## src/rtl/ccff_chain_loader.sv

```systemverilog
// ccff_chain_loader: turns host configuration words into a serial bit stream
// for a ccff scan chain. It can optionally run a readback pass afterwards, in
// which the host resends the same stream and the chain tail is compared bit
// by bit against the head.
//
// Ports:
//   prog_clk   configuration clock; all state changes on the rising edge
//   pReset     asynchronous active-high reset
//   start      single-cycle session request, honoured only in IDLE
//   verify     sampled with start; 1 adds a readback-check pass
//   s_valid    host word valid
//   s_data     host word, shifted out MSB first
//   s_ready    loader can accept a word this cycle
//   ccff_head  serial data into the chain head (registered)
//   ccff_en    chain shift enable (registered)
//   ccff_tail  serial data from the chain tail
//   busy       session in progress (LOAD, CHECK, FINISH)
//   done       one-cycle pulse in FINISH
//   error      sticky readback mismatch flag
//   bit_count  bits shifted in the current pass
module ccff_chain_loader #(
  parameter int unsigned DATA_W    = 8,
  parameter int unsigned CHAIN_LEN = 20,
  parameter int unsigned CNT_W     = $clog2(CHAIN_LEN + 1)
) (
  input  logic              prog_clk,
  input  logic              pReset,
  input  logic              start,
  input  logic              verify,
  input  logic              s_valid,
  input  logic [DATA_W-1:0] s_data,
  output logic              s_ready,
  output logic              ccff_head,
  output logic              ccff_en,
  input  logic              ccff_tail,
  output logic              busy,
  output logic              done,
  output logic              error,
  output logic [CNT_W-1:0]  bit_count
);

  localparam int unsigned      PEND_W   = $clog2(DATA_W + 1);
  localparam logic [CNT_W:0]   LEN_X    = (CNT_W + 1)'(CHAIN_LEN);
  localparam logic [CNT_W-1:0] LEN_C    = CNT_W'(CHAIN_LEN);
  localparam logic [CNT_W-1:0] LAST_CNT = CNT_W'(CHAIN_LEN - 1);
  localparam logic [PEND_W-1:0] PEND_LOAD = PEND_W'(DATA_W - 1);

  typedef enum logic [1:0] {IDLE, LOAD, CHECK, FINISH} state_t;

  state_t              state;
  logic                verify_q;
  logic [DATA_W-1:0]   shreg;    // bits not yet driven, aligned to the MSB
  logic [PEND_W-1:0]   pend;     // count of bits still waiting in shreg

  logic                active;
  logic [CNT_W:0]      issued;
  logic                room;
  logic                accept;
  logic                pass_end;

  always_comb begin
    active   = (state == LOAD) || (state == CHECK);
    // Bits committed to the chain, including the one on ccff_head right now.
    // Gating on this, not just bit_count, keeps a word from being swallowed
    // on the final shift cycle of a pass.
    issued   = {1'b0, bit_count} + {{CNT_W{1'b0}}, ccff_en};
    room     = issued < LEN_X;
    s_ready  = active && (pend == '0) && room;
    accept   = s_ready && s_valid;
    pass_end = active && ccff_en && (bit_count == LAST_CNT);
  end

  always_ff @(posedge prog_clk or posedge pReset) begin
    if (pReset) begin
      state     <= IDLE;
      verify_q  <= 1'b0;
      shreg     <= '0;
      pend      <= '0;
      ccff_head <= 1'b0;
      ccff_en   <= 1'b0;
      busy      <= 1'b0;
      done      <= 1'b0;
      error     <= 1'b0;
      bit_count <= '0;
    end else begin
      done    <= 1'b0;
      ccff_en <= 1'b0;
      case (state)
        IDLE: begin
          if (start) begin
            state     <= LOAD;
            busy      <= 1'b1;
            verify_q  <= verify;
            bit_count <= '0;
            error     <= 1'b0;
          end
        end
        LOAD, CHECK: begin
          if (ccff_en && (bit_count != LEN_C)) begin
            bit_count <= bit_count + 1'b1;
          end
          if ((state == CHECK) && ccff_en && (ccff_tail != ccff_head)) begin
            error <= 1'b1;
          end
          // The MSB goes out on the acceptance edge, so a word occupies the
          // DATA_W cycles immediately after it is accepted.
          if (accept) begin
            ccff_head <= s_data[DATA_W-1];
            ccff_en   <= 1'b1;
            shreg     <= s_data << 1;
            pend      <= PEND_LOAD;
          end else if (pend != '0) begin
            if (room) begin
              ccff_head <= shreg[DATA_W-1];
              ccff_en   <= 1'b1;
              shreg     <= shreg << 1;
              pend      <= pend - 1'b1;
            end else begin
              // Chain full: drop the rest of the word.
              pend <= '0;
            end
          end
          if (pass_end) begin
            if ((state == LOAD) && verify_q) begin
              state     <= CHECK;
              bit_count <= '0;
            end else begin
              state <= FINISH;
              done  <= 1'b1;
            end
          end
        end
        FINISH: begin
          state <= IDLE;
          busy  <= 1'b0;
        end
        default: state <= IDLE;
      endcase
    end
  end

endmodule
```

## config.mk

```make
export PLATFORM = sky130hd
export DESIGN_NAME = ccff_chain_loader
export DESIGN_NICKNAME = d
export VERILOG_FILES = /design/src/rtl/ccff_chain_loader.sv
export SDC_FILE = /design/constraint.sdc
export NUM_CORES = 1
export LEC_CHECK = 0
export ABC_AREA = 0
export CORE_MARGIN = 3
export CORE_UTILIZATION = 44
export CTS_BUF_LIST = sky130_fd_sc_hd__clkbuf_4 sky130_fd_sc_hd__clkbuf_8 sky130_fd_sc_hd__clkbuf_16
export DETAILED_ROUTE_END_ITERATION = 6
export PLACE_DENSITY = 0.68
export SYNTH_ARGS = -nofsm -noshare
export SYNTH_HDL_FRONTEND = slang
export SYNTH_SLANG_ARGS = --single-unit
```

## constraint.sdc

```tcl
create_clock -name prog_clk -period 2.5 [get_ports prog_clk]
set_clock_uncertainty 0.1 [all_clocks]
set_input_delay 0.5 -clock prog_clk [delete_from_list [all_inputs] [get_ports prog_clk]]
set_output_delay 0.5 -clock prog_clk [all_outputs]
set_load 0.01 [all_outputs]
```

Yosys cells after proc, flatten, opt, wreduce, memory -nomap -nowiden

Index checks and enable logic that the tools add are counted.

Flip-flop bits (word level): 25
Output and inout port bits: 11

Mux-type cells: 30
Reductions and logical operators: 25
$lt $le $gt $ge: 1
Eq/ne operators: 9
Add/subtract/negate cells: 3

Operator list:

| operator                                                                      | count |
|---|---|
| 8-bit 2-to-1 mux                                                              | 3 |
| 5-bit 2-to-1 mux                                                              | 4 |
| 1-bit 2-to-1 mux                                                              | 14 |
| 4-bit 2-to-1 mux                                                              | 3 |
| 5-bit one-hot mux with 2 select lines                                         | 1 |
| 2-bit AND reduction                                                           | 5 |
| 1-bit logical AND                                                             | 9 |
| 2-bit nonzero test                                                            | 4 |
| 5-bit by 1-bit adder with 6-bit output                                        | 1 |
| 6-bit by 5-bit less-than comparator with 1-bit output (second input constant) | 1 |
| 2-bit inequality test (second input constant)                                 | 3 |
| 2-bit one-hot mux with 3 select lines                                         | 1 |
| 3-bit AND reduction                                                           | 2 |
| 5-bit by 1-bit adder with 5-bit output (second input constant)                | 1 |
| 5-bit equality test (second input constant)                                   | 1 |
| 5-bit inequality test (second input constant)                                 | 1 |
| 2-bit equality test (second input constant)                                   | 2 |
| 4-bit logical NOT                                                             | 1 |
| 2-bit 2-to-1 mux                                                              | 2 |
| 1-bit one-hot mux with 2 select lines                                         | 2 |
| 4-bit nonzero test                                                            | 1 |
| 4-bit by 1-bit subtractor with 4-bit output (second input constant)           | 1 |
| 2-bit by 1-bit equality test with 1-bit output (second input constant)        | 1 |
| 2-bit logical NOT                                                             | 1 |
| 3 further kinds                                                               | 3 |

Longest topological paths before layout

Word-level depth: 7
Mapped depth: 7
Mapped depth without buffers: 6

Worst setup path after synthesis

No wires, ideal clock.

Path kind: reg2out
Start point: reg pend[0]
End point: out s_ready
Path buffers: 0
Arrival: 1417 ps
Stages on the path, launching flop included: 5
Path slack: 483 ps
Cells stage by stage: dfrtp_1 > inv_1 > ha_1 > or3b_2 > nor3_1

Word-level cells in the longest chain between the ends: 3

RTL lines:

| item                            | line | source |
|---|---|---|
| start, declared                 | 53   | `logic [PEND_W-1:0] pend;` |
| start signal, assigned          | 117  | `pend <= pend - 1'b1;` |
| 4-bit logical NOT               | 68   | `s_ready = active && (pend == '0) && room;` |
| 1-bit logical AND (2 in series) | 68   |  |
| end, declared                   | 32   | `output logic s_ready,` |

No other way between the ends.

Final worst setup path

Start point: reg ccff_en
End point: out s_ready

Word-level cells in the longest chain between the ends: 3

RTL lines:

| item                                                  | line | source |
|---|---|---|
| start, declared                                       | 34   | `output logic ccff_en,` |
| start signal, assigned                                | 80   | `ccff_en <= 1'b0;` |
| start signal, assigned                                | 87   | `ccff_en <= 1'b0;` |
| start signal, assigned                                | 109  | `ccff_en <= 1'b1;` |
| 5-bit by 1-bit adder with 6-bit output                | 66   | `issued = {1'b0, bit_count} + {{CNT_W{1'b0}}, ccff_en};` |
| 6-bit by 5-bit less-than comparator with 1-bit output | 67   | `room = issued < LEN_X;` |
| 1-bit logical AND                                     | 68   |  |

No other way between the ends.

==> metrics.md <==
| Metric | Value |
|---|---|
| Status | `finished clean` |
| First-pass iteration count of the detailed router | `4` |
| Root buffer cell | `clkbuf_4` |
| Core area | `0.002781 mm^2` |
| Arrival @ worst endpoint | `1.70 ns` |
| Worst-Skew Late Latency | `0.32 ns` |
| Cell taking the most area after synthesis | `dfrtp_1` |
| Wire length on met2 | `around 1400 um` |
| Cells after DPL | `196` |
| EDFF count, synth | `0` |
| Max Cap Viol | `0` |
| Met3 wire len | `around 100 um` |
| Commonest cells post-synth | `24 x dfrtp_1, 15 x nor2_1, 14 x a21oi_1` |
| Post-DR wirelength/cell | `approximately 14 um` |
| Synth top area cells | `dfrtp_1 46%, ha_1 6.8%, a21oi_1 5.4%` |
| Tightest Pin Transition | `0.4776 ns` |
| Worst relative slew slack | `approximately two thirds` |
| RePlAce Congestion | `0.8490` |
| Xor/xnor cell area share of the yosys netlist | `2.031%` |
| Worst Path Class, Setup | `flop to output pin` |
| P&R area growth vs syn | `31.43%` |
| Power per cell area | `1151 mW/mm^2` |
| CTS H-tree lvls | `1` |
| Synth Area in Compound Gates | `20.12%` |
| CP bufs+invs | `1` |
| Post-route ant nets | `0` |
| WL final | `2853 um` |
| Synth warnings | `0` |
| DIE WIDTH | `60.23 um` |
| Simple-Gate Fraction of Synth Area | `17.99%` |
| CTS tree | `done` |
| RSZ-0062 raised after global routing | `no` |
| Post-synth cell types | `39` |
| Slew Viols, Final | `0` |
| Die Y | `60.23 um` |
| Most frequent cell after synthesis | `dfrtp_1` |
| Final setup viols | `0` |
| Layout cell share with drive strength beyond 1 | `15.29%` |
| Cell count after synthesis | `between 100 and 150` |
| GRT Util Overall | `18.77%` |
| Mean post-synth cell area | `9.727 um^2` |
| Final period util | `91.88%` |
| Number of antenna violations at the first check in global routing | `0` |
| CP endpoint kind | `output pin` |
| Post-synthesis mux area share | `under 10%` |
| Post-route minimum period | `2.297 ns` |
| Main synth FF type | `dfrtp_1` |
| Fin nets | `192` |
| #FFs+latches synth | `24` |
| Hold Crit Class | `input port to asynchronous set/reset pin` |
| Reg clk slew, reported paths | `around 0.14 ns` |
| DP Wirelength | `2202 um` |
| Adder-cell share of the synthesized area | `6.770%` |
| Post-Syn Nets | `154` |
| Top Layer Used | `met4` |
| Leak | `around 0.75 nW` |
| TNS Setup | `0 ns` |
| Routed vias | `1,110` |
| Fmax achieved | `435.4 MHz` |
| Gr ovfl total | `0` |
| Row cnt | `19` |
| CP max FO | `3` |
| Number of global-route vias before repair | `1,149` |
| CP cell instances | `a311o_1 -> and2_2 -> nor3_1 -> clkbuf_2` |
| Fin cells | `201` |
| Final hold vios | `0` |
| First-pass GRT wire length | `approximately 5100 um` |
| Wl on met1 | `1293 um` |
| Ys async rst share | `100.0%` |
| Startpoint Class | `flop` |
| Combinational family with the most area after synthesis | `compound AO/OA/AOI/OAI gates` |
| DRC | `0` |
| Post-synthesis sequential area ratio | `46.42%` |
| RR Startpoint | `state[0]$_DFFE_PP0P_` |
| Clock sink count | `24` |
| Fillers | `242` |
| Max incr delay on CP | `roughly 0.42 ns` |
| Synthesized area | `0.001294 mm^2` |
| Worst setup path startpoint | `ccff_en$_DFF_PP0_` |
| Antenna Cells | `0` |
| Crit-path slowest cell | `a311o_1` |
| Share of the synthesized area in the top cell type | `46.42%` |
| DR vias/cell | `5.522` |
| Port-buffer cells | `24` |
| Peak supply drop | `0.0007121 V` |
| Hold_buf cts | `0` |
| Num CTS Buffers | `3` |
| Largest buffer count on any clock path | `2` |
| Largest net degree at the start of global routing | `25` |
| Critical path required time | `around 1.9 ns` |
| Num ports | `25` |
| CP top delay family | `compound AO/OA/AOI/OAI gates` |
| Die area | `0.003627 mm^2` |
| Initial DRC Count | `41` |
| Initial Util | `a little under half` |
-- metal layers --
| metal | vias to the layer above | global-route usage (%) |
|---|---|---|
| met4 | 0 | 6.962 |
| met3 | 2 | 2.592 |
| li1 | 556 | - |
| met1 | 530 | 25.00 |
| met5 | - | 0 |
| met2 | 22 | 30.71 |
-- report_power, final --
group	leakage [nW]	internal, mW	switching [mW]
clock	0.0279	0.162	0.124
combinational	0.436	0.491	0.548
sequential	0.291	0.533	0.0987
-- worst reg2reg max path, stage by stage, from the launching register on --
cell      delay, ns
dfrtp_1        0.42
inv_1          0.08
ha_1           0.30
buf_4          0.18
mux2_2         0.23
a21boi_0       0.42
nor3_1         0.14
-- cell families (layout without fill, tap and decap cells) --
kind of cell	after synthesis	count (layout)
buffers and inverters	14	51
and+or+nand+nor	43	43
adders and majority gates	7	7
muxes	3	3
xor gates and xnor gates	3	3
AOI/OAI and AO/OA	39	39
DFF	24	24
-- state kept, by name, indices dropped and copies added (netlist names), 2 cells and up --
| name | count |
|---|---|
| bit_count | 5 |
| shreg | 7 |
| pend | 4 |
| state | 2 |
-- cell type report --
class / count / area (um^2) / area share (%)
Sequential cell: 24 / 600.6 / 35.32
Multi-Input combinational cell: 95 / 641.9 / 37.75
Inverter: 11 / 41.29 / 2.428
Tap cell: 31 / 38.79 / 2.281
Clock inverter: 1 / 30.03 / 1.766
Timing Repair Buffer: 36 / 325.3 / 19.13
Clock buffer: 3 / 22.52 / 1.325
-- placed cells by master, fill, tap and decap left out, types with 2 or more instances in the layout --
cell type,count
xor2_1,2
nand4_1,4
nand3_1,2
nor3_1,4
ha_1,7
a21oi_1,14
o22ai_1,7
o21ai_0,5
nor2_1,15
clkdlybuf4s50_1,23
mux2_2,2
and4_2,2
and3_1,2
inv_1,11
a31oi_1,3
dfrtp_1,24
nand2_1,5
buf_4,12
clkbuf_4,3
-- per-stage QoR --
step | hold slack, ns | area, um^2 | power, mW | utilization (%) | setup slack (ns)
global placement | 0.3894 | 1643 | 1.627 | 59.06 | 0.1100
detailed placement | 0.4230 | 1643 | 1.672 | 59.06 | 0.06725
CTS | 0.4060 | 1702 | 1.962 | 61.18 | 0.002185
finish | 0.4029 | 1700 | 1.957 | 61.13 | 0.2030
global route | 0.4187 | 1700 | 2.136 | 61.13 | 0.09084
floorplan | 0.3939 | 1294 | 1.284 | - | 0.4827
-- path summary, 6_finish.rpt --
kind / end / slack, ns / depth (start not counted)
worst max register to register: bit_count[2]$_DFFE_PP0P_ / 0.52 / 6
max in group asynchronous: bit_count[0]$_DFFE_PP0P_ / 1.67 / 3
worst min register to register: shreg[4]$_DFFE_PP0P_ / 0.45 / 2
worst max-delay path: s_ready / 0.20 / 4
min in group prog_clk: shreg[4]$_DFFE_PP0P_ / 0.45 / 2
worst min-delay path: ccff_en$_DFF_PP0_ / 0.40 / 3
-- what timing repair did --
action,4_1_cts,5_1_grt
resized for setup,1,4
setup buffers,1,0
setup endpoints to repair,1,1
No activity file was read; power rests on OpenSTA's default activity.
